$ cat src/rtl/stage_branch_register.sv
// Stage register (ST1/ST2) and branch register (BR1/BR2).
// Stage requests accumulate in a pending pair and move into the current
// stage at end-of-MCT (T12 & PHS3). Branch bits latch tests of the write
// bus WL and the G register. Every output is a decode of registered state.
module stage_branch_register #(
    parameter int unsigned WORD_BITS    = 16,
    parameter bit          GOJAM_CLR_BR = 1'b0
) (
    input  logic                 SIM_CLK,
    input  logic                 SIM_RST,
    input  logic                 GOJAM,
    input  logic                 T12_n,
    input  logic                 PHS3_n,
    input  logic                 ST1,
    input  logic                 ST2,
    input  logic                 TRSM,
    input  logic                 RSTSTG,
    input  logic                 TSGN,
    input  logic                 TSGN2,
    input  logic                 TL15,
    input  logic                 TOV,
    input  logic                 TMZ,
    input  logic                 TPZG,
    input  logic [WORD_BITS-1:0] WL_n,
    input  logic [WORD_BITS-1:0] G_n,
    output logic                 ST0_n,
    output logic                 ST1_n,
    output logic                 ST3_n,
    output logic                 STD2,
    output logic                 BR1,
    output logic                 BR1_n,
    output logic                 BR2,
    output logic                 BR2_n,
    output logic                 BR1B2B,
    output logic                 BR1B2,
    output logic                 BR12B,
    output logic                 MST1,
    output logic                 MST2,
    output logic                 MBR1,
    output logic                 MBR2
);

    // AGC bit 16 (sign) and bit 15 in zero-based indexing.
    localparam int unsigned SIGN_IDX = WORD_BITS - 1;
    localparam int unsigned B15_IDX  = WORD_BITS - 2;

    // Minus-zero detect: every bit of the word set.
    function automatic logic all_ones(input logic [WORD_BITS-1:0] v);
        return &v;
    endfunction

    // Plus-zero detect: every bit of the word clear.
    function automatic logic all_zeros(input logic [WORD_BITS-1:0] v);
        return ~|v;
    endfunction

    logic                 cs1_r, cs2_r;
    logic                 ps1_r, ps2_r;
    logic                 br1_r, br2_r;
    logic [WORD_BITS-1:0] wl_s, g_s;
    logic                 xfer_s;
    logic                 ps1_upd_s, ps2_upd_s;
    logic                 br1_nxt_s, br2_nxt_s;

    // Bus polarity, transfer-cycle detect and pending-stage update (sets beat RSTSTG).
    always_comb begin
        wl_s      = ~WL_n;
        g_s       = ~G_n;
        xfer_s    = ~T12_n & ~PHS3_n;
        ps1_upd_s = (ps1_r & ~RSTSTG) | ST1;
        ps2_upd_s = (ps2_r & ~RSTSTG) | ST2 | TRSM;
    end

    // BR1 next value: TOV > TSGN > TL15, otherwise hold.
    always_comb begin
        br1_nxt_s = br1_r;
        if (TOV) begin
            br1_nxt_s = wl_s[SIGN_IDX];
        end else if (TSGN) begin
            br1_nxt_s = wl_s[SIGN_IDX];
        end else if (TL15) begin
            br1_nxt_s = wl_s[B15_IDX];
        end else begin
            br1_nxt_s = br1_r;
        end
    end

    // BR2 next value: TOV > TMZ > TPZG > TSGN2, otherwise hold.
    always_comb begin
        br2_nxt_s = br2_r;
        if (TOV) begin
            br2_nxt_s = wl_s[SIGN_IDX] ^ wl_s[B15_IDX];
        end else if (TMZ) begin
            br2_nxt_s = all_ones(wl_s);
        end else if (TPZG) begin
            br2_nxt_s = all_zeros(g_s);
        end else if (TSGN2) begin
            br2_nxt_s = wl_s[SIGN_IDX];
        end else begin
            br2_nxt_s = br2_r;
        end
    end

    // State registers: reset, restart, end-of-MCT stage transfer and branch latching.
    always_ff @(posedge SIM_CLK) begin
        if (SIM_RST) begin
            cs1_r <= 1'b0;
            cs2_r <= 1'b0;
            ps1_r <= 1'b0;
            ps2_r <= 1'b0;
            br1_r <= 1'b0;
            br2_r <= 1'b0;
        end else if (GOJAM) begin
            cs1_r <= 1'b0;
            cs2_r <= 1'b0;
            ps1_r <= 1'b0;
            ps2_r <= 1'b0;
            if (GOJAM_CLR_BR) begin
                br1_r <= 1'b0;
                br2_r <= 1'b0;
            end else begin
                br1_r <= br1_nxt_s;
                br2_r <= br2_nxt_s;
            end
        end else begin
            if (xfer_s) begin
                cs1_r <= ps1_upd_s;
                cs2_r <= ps2_upd_s;
                ps1_r <= 1'b0;
                ps2_r <= 1'b0;
            end else begin
                ps1_r <= ps1_upd_s;
                ps2_r <= ps2_upd_s;
            end
            br1_r <= br1_nxt_s;
            br2_r <= br2_nxt_s;
        end
    end

    // Stage decode of the current stage register.
    always_comb begin
        ST0_n = 1'b1;
        ST1_n = 1'b1;
        ST3_n = 1'b1;
        STD2  = 1'b0;
        case ({cs2_r, cs1_r})
            2'b00:   ST0_n = 1'b0;
            2'b01:   ST1_n = 1'b0;
            2'b10:   STD2  = 1'b1;
            2'b11:   ST3_n = 1'b0;
            default: ST0_n = 1'b1;
        endcase
    end

    // Branch decodes and monitor copies.
    always_comb begin
        BR1    = br1_r;
        BR1_n  = ~br1_r;
        BR2    = br2_r;
        BR2_n  = ~br2_r;
        BR1B2B = ~br1_r & ~br2_r;
        BR1B2  = ~br1_r &  br2_r;
        BR12B  =  br1_r & ~br2_r;
        MST1   = cs1_r;
        MST2   = cs2_r;
        MBR1   = br1_r;
        MBR2   = br2_r;
    end

endmodule

$ cat config.mk
export PLATFORM = sky130hd
export DESIGN_NAME = stage_branch_register
export DESIGN_NICKNAME = d
export VERILOG_FILES = /design/src/rtl/stage_branch_register.sv
export SDC_FILE = /design/constraint.sdc
export NUM_CORES = 1
export LEC_CHECK = 0
export BUFFER_PORTS_ARGS = -buffer_cell sky130_fd_sc_hd__buf_2
export CAP_MARGIN = 20
export CORE_MARGIN = 2
export CORE_UTILIZATION = 25
export DETAILED_ROUTE_END_ITERATION = 8
export PLACE_DENSITY_LB_ADDON = 0.12
export SLEW_MARGIN = 20
export SYNTH_ARGS = -nofsm -noshare
export SYNTH_HDL_FRONTEND = slang
export SYNTH_SLANG_ARGS = --single-unit
$ cat constraint.sdc
create_clock -name SIM_CLK -period 1 [get_ports SIM_CLK]
set_clock_uncertainty 0.05 [all_clocks]
set_input_delay 0.1 -clock SIM_CLK [delete_from_list [all_inputs] [get_ports SIM_CLK]]
set_output_delay 0.1 -clock SIM_CLK [all_outputs]
set_load 0.1 [all_outputs]
==> Word level (Yosys, flattened, before mapping) <==
Index checks and enable logic that the tools add are counted.
{ "totals": {"ff_bits": 6, "output_inout_bits": 15, "n_memories": 0, "romBits": 0, "in_bits": 47, "ram_bits": 0, "latch_bits": 0, "word_cells": 45} }
{ "classes": {"muxes": 11, "n_eq_ne": 3, "bitwise": 17, "mul": 0, "shift": 0, "n_reduce_logical": 8, "order_cmp": 0, "add_sub_neg": 0, "n_div": 0} }
{ "ops": {"columns": ["op", "count"], "rows": [
  ["NOT 16 bit", 2],
  ["AND reduction 16 bit", 1],
  ["OR reduction 16 bit", 1],
  ["two-way mux 1 bit", 11],
  ["bitwise AND 1 bit", 6],
  ["NOT 1 bit", 5],
  ["equality test 2 bit, second input constant", 2],
  ["nonzero test 4 bit", 1],
  ["OR 1 bit", 3],
  ["nonzero test 3 bit", 1],
  ["OR reduction 3 bit", 1],
  ["equality test 2 x 1 -> 1 bit, second input constant", 1],
  ["zero test 2 bit", 1],
  ["OR reduction 2 bit", 1],
  ["zero test 1 bit", 1],
  ["bitwise XOR 1 bit", 1]
]} }

==> Depth between registers and ports, before layout <==
{ "logic_depth": {"depth_word": 6, "mapped_depth": 5, "mapped_depth_nobuf": 5} }

==> Least setup slack after synthesis <==
No wires, ideal clock.
{ "synth_path": {"path_type": "flip-flop to output port", "start": "reg br2_r (netlist: BR2)", "end": "out BR1B2", "setup_slack_ns": -2.338, "n_path_buf": 0, "required_ns": 0.850, "stages_incl_launch_ff": 3, "arrival_ns": 3.188, "cell_sequence": "dfxtp_1 inv_1 nor2_1"} }
{ "synth_between": {"elab_chain_len": 1} }
{ "synth_lines": {"columns": ["element", "line_no", "rtl"], "rows": [
  ["start: declaration", "59", "logic br1_r, br2_r;"],
  ["start signal: assignment", "123", "br2_r <= br2_nxt_s;"],
  ["start signal: assignment", "136", "br2_r <= br2_nxt_s;"],
  ["bitwise AND 1 bit", "162", "BR1B2 = ~br1_r & br2_r;"],
  ["end: declaration", "35", "output logic BR1B2,"]
]} }
Every way passes these cells.

==> Final worst setup path <==
{ "layout_path": {"start": "reg cs2_r (netlist: MST2)", "end": "out ST0_n"} }
{ "layout_between": {"elab_chain_len": 2} }
{ "layout_lines": {"columns": ["element", "line_no", "rtl"], "rows": [
  ["start: declaration", "57", "logic cs1_r, cs2_r;"],
  ["start signal: assignment", "128", "cs2_r <= ps2_upd_s;"],
  ["zero test 2 bit", "146", "case ({cs2_r, cs1_r})"],
  ["two-way mux 1 bit", "146", null],
  ["end: declaration", "26", "output logic ST0_n,"]
]} }
Every way passes these cells.

==> qor.txt <==
Maximum fanout along the worst path -> 6
Maximum clock rate -> 845.0 MHz
Clock transition at path regs -> 0.05 ns
WHS Path Cells -> 2
Synth area leaders -> dfxtp_1, nor2_1, nand4_1
Status -> complete, but fails checks
Placement row count -> 14
Drt first-iter violations -> 0
Antenna violations before repair -> 0
Mapped cell area -> 419.2 um2
Final setup fails -> 16
Routed length per instance -> 9.738 um
DP Cell Count -> 135
Fill cell count -> 110
CTS Sinks -> 6
Pre-antenna DRT Iters -> 1
Fin crit period -> 1.183 ns
Startpoint Class -> flip-flop
Share of cells above drive strength 1 -> 71.32%
Total CTS buffers -> 3
Gate Count Post-Synth -> 55
Grt total ovfl -> 0
Slew Viols, Final -> 0
Worst-margin pin slew -> 0.3928 ns
Routability congestion estimate -> 0.7571
Leak pwr -> 0.5492 nW
PortBufs -> 61
Syn_nets -> 103
Die Wd -> 44.95 um
Total global-route track usage -> 14.34%
RSZ-0062 raised after global routing -> true
Register area share after synthesis -> 28.66%
Number of distinct library cells after synthesis -> 21
Top-Level Pins -> 62
Commonest cells post-synth -> nor2_1, dfxtp_1, inv_1, nand4_1, a21oi_1
Fin crit share -> 118.3%
Post-detail-place hpwl -> 1231 um
DIE HEIGHT -> 44.95 um
Ys async rst share -> 0%
Worst hold-check path type -> in -> reg
Clock latency on the worst-skew pair -> 0.25 ns
Synth Flop Type -> dfxtp_1
DIE AREA -> 2020 um2
R2r setup slk -> -0.02 ns
Pin count of the biggest net entering global routing -> 7
Post-Route WL -> 1412 um
Synth area leader -> dfxtp_1
Peak supply drop -> 0.6901 mV
Min-Delay Endpoint -> MST1$_SDFFE_PP0P_
Most common cell in the netlist -> nor2_1
Yosys top cell area share -> 28.66%
Crit path required time -> 0.85 ns
Reg2reg path depth -> 2
Setup ws final -> -0.1835 ns
Power Density -> 1018 nW/um2
Finished Layout Cells -> 145
DRC viols -> 0
Antenna cells -> 0
Crit Path Class -> reg -> out
Arr. time, crit path -> 1.03 ns
Vias per inst -> 4.655
First-pass GRT wire length -> 2166 um
CTS max path bufs -> 2
Core area -> 1541 um2
CTS tree -> done
Syn Area/Cell -> 7.621 um2
Layout Nets -> 178
Critical Path End Type -> output port
Final hold violations -> 0
H-Tree Depth -> 1
Register bit total from synthesis -> 6
Vias -> 675
Max-cap violation count -> 0
Rel. slew slack -> 73.75%
Failing checks -> negative setup slack
P&R area growth vs syn -> 175.8%
Final ANT Viol Nets -> 0
Ys Warns -> 0
Worst r2r src -> ps2_r$_SDFF_PP0_
EDFF count, synth -> 0
Min-delay src -> GOJAM
Fin util -> 75.00%
Vias in the first global route -> 592
Reg-to-reg endpoint -> MST2$_SDFFE_PP0P_
Effective utilization at floorplan -> 27.19%
Root Driver -> clkbuf_4
[cell type report]
class                      instances  area [um2]  share of cell area [%]
clock buffer                       4       26.28                   2.273
inverter                           5       26.28                   2.273
multi-input combinational         42       312.8                   27.06
sequential                         6       135.1                   11.69
tap                               16       20.02                   1.732
timing repair buffer              72       635.6                   54.98
[power by group]
group	leakage, nW	switching, W	internal, W
Clock	0.0150	0.0000981	0.000152
Sequential	0.0520	0.0000171	0.000248
Combinational	0.482	0.000383	0.000278
[state kept, by name, indices dropped and copies added (netlist names)]
name   flops
ps2_r      1
BR1        1
MST1       1
BR2        1
MST2       1
ps1_r      1
[stage by stage]
stage / setup TNS [ns] / setup WS, ns / instance area [um2] / hold slack, ns / power (W)
finish: -1.768 / -0.1835 / 1156 / 0.02205 / 0.001176
global placement: -0.1490 / -0.1490 / 1055 / 0.2607 / 0.0008972
global route: -2.299 / -0.2134 / 1156 / 0.03812 / 0.001231
detailed placement: -0.1882 / -0.1882 / 1055 / 0.2614 / 0.0009043
floorplan: -3.897 / -0.9269 / 485.5 / 0.1086 / 0.0006232
CTS: -1.815 / -0.1882 / 1134 / 0.004128 / 0.001173
[what timing repair did]
action	4_1_cts	5_1_grt
pin swaps	1	1
buffers inserted	5	1
gates resized for setup	4	5
cloned	0	0
hold buffers	0	0
endpoints found under the setup margin	14	17
[metal layers]
| metal | up-vias | track usage (%) | routed length (um) | share of wire [%] |
|---|---|---|---|---|
| met5 | - | 0 | 0 | 0 |
| li1 | 352 | - | - | - |
| met4 | 0 | 7.059 | 0 | 0 |
| met1 | 287 | 14.71 | 497 | 35 |
| met3 | 0 | 2.400 | 109 | 7.7 |
| met2 | 36 | 27.43 | 805 | 57 |
[kinds of logic after synthesis]
| group | count (synthesis) | synth area share [%] |
|---|---|---|
| AOI/OAI and AO/OA | 10 | 21.79 |
| and+or+nand+nor | 31 | 38.51 |
| buffers and inverters | 7 | 8.059 |
| adders and majority gates | 1 | 2.985 |
| DFF | 6 | 28.66 |
[placed cells by master, fill, tap and decap left out, types with 2 or more instances in the layout]
master,instances
buf_2,46
buf_12,15
nor2_1,13
buf_6,6
nand4_1,5
buf_4,5
dfxtp_4,4
inv_1,3
a21oi_1,3
clkbuf_4,3
clkinvlp_4,2
nor2_4,2
nor4_1,2
nor4_2,2
dfxtp_1,2
[worst max-delay path by stage]
| stage | from | end | slack, ns | cells past startpoint |
|---|---|---|---|---|
| 6_report | MST2$_SDFFE_PP0P_ | ST0_n | -0.18 | 2 |
| 5_1_grt | BR2$_SDFFE_PP0P_ | BR12B | -0.21 | 3 |
| 4_1_cts | BR1$_SDFFE_PP0P_ | BR12B | -0.19 | 3 |
| 3_5_place_dp | WL_n[6] | BR2$_SDFFE_PP0P_ | -0.19 | 5 |
| 3_3_place_gp | WL_n[2] | BR2$_SDFFE_PP0P_ | -0.15 | 5 |
| 2_1_floorplan | BR1$_SDFFE_PP0P_ | BR12B | -0.93 | 2 |
[critical path, stage by stage, from the launching register on]
cell	delay [ns]
dfxtp_4	0.36
or2_4	0.26
buf_12	0.16
(Power assumes the default switching activity.)
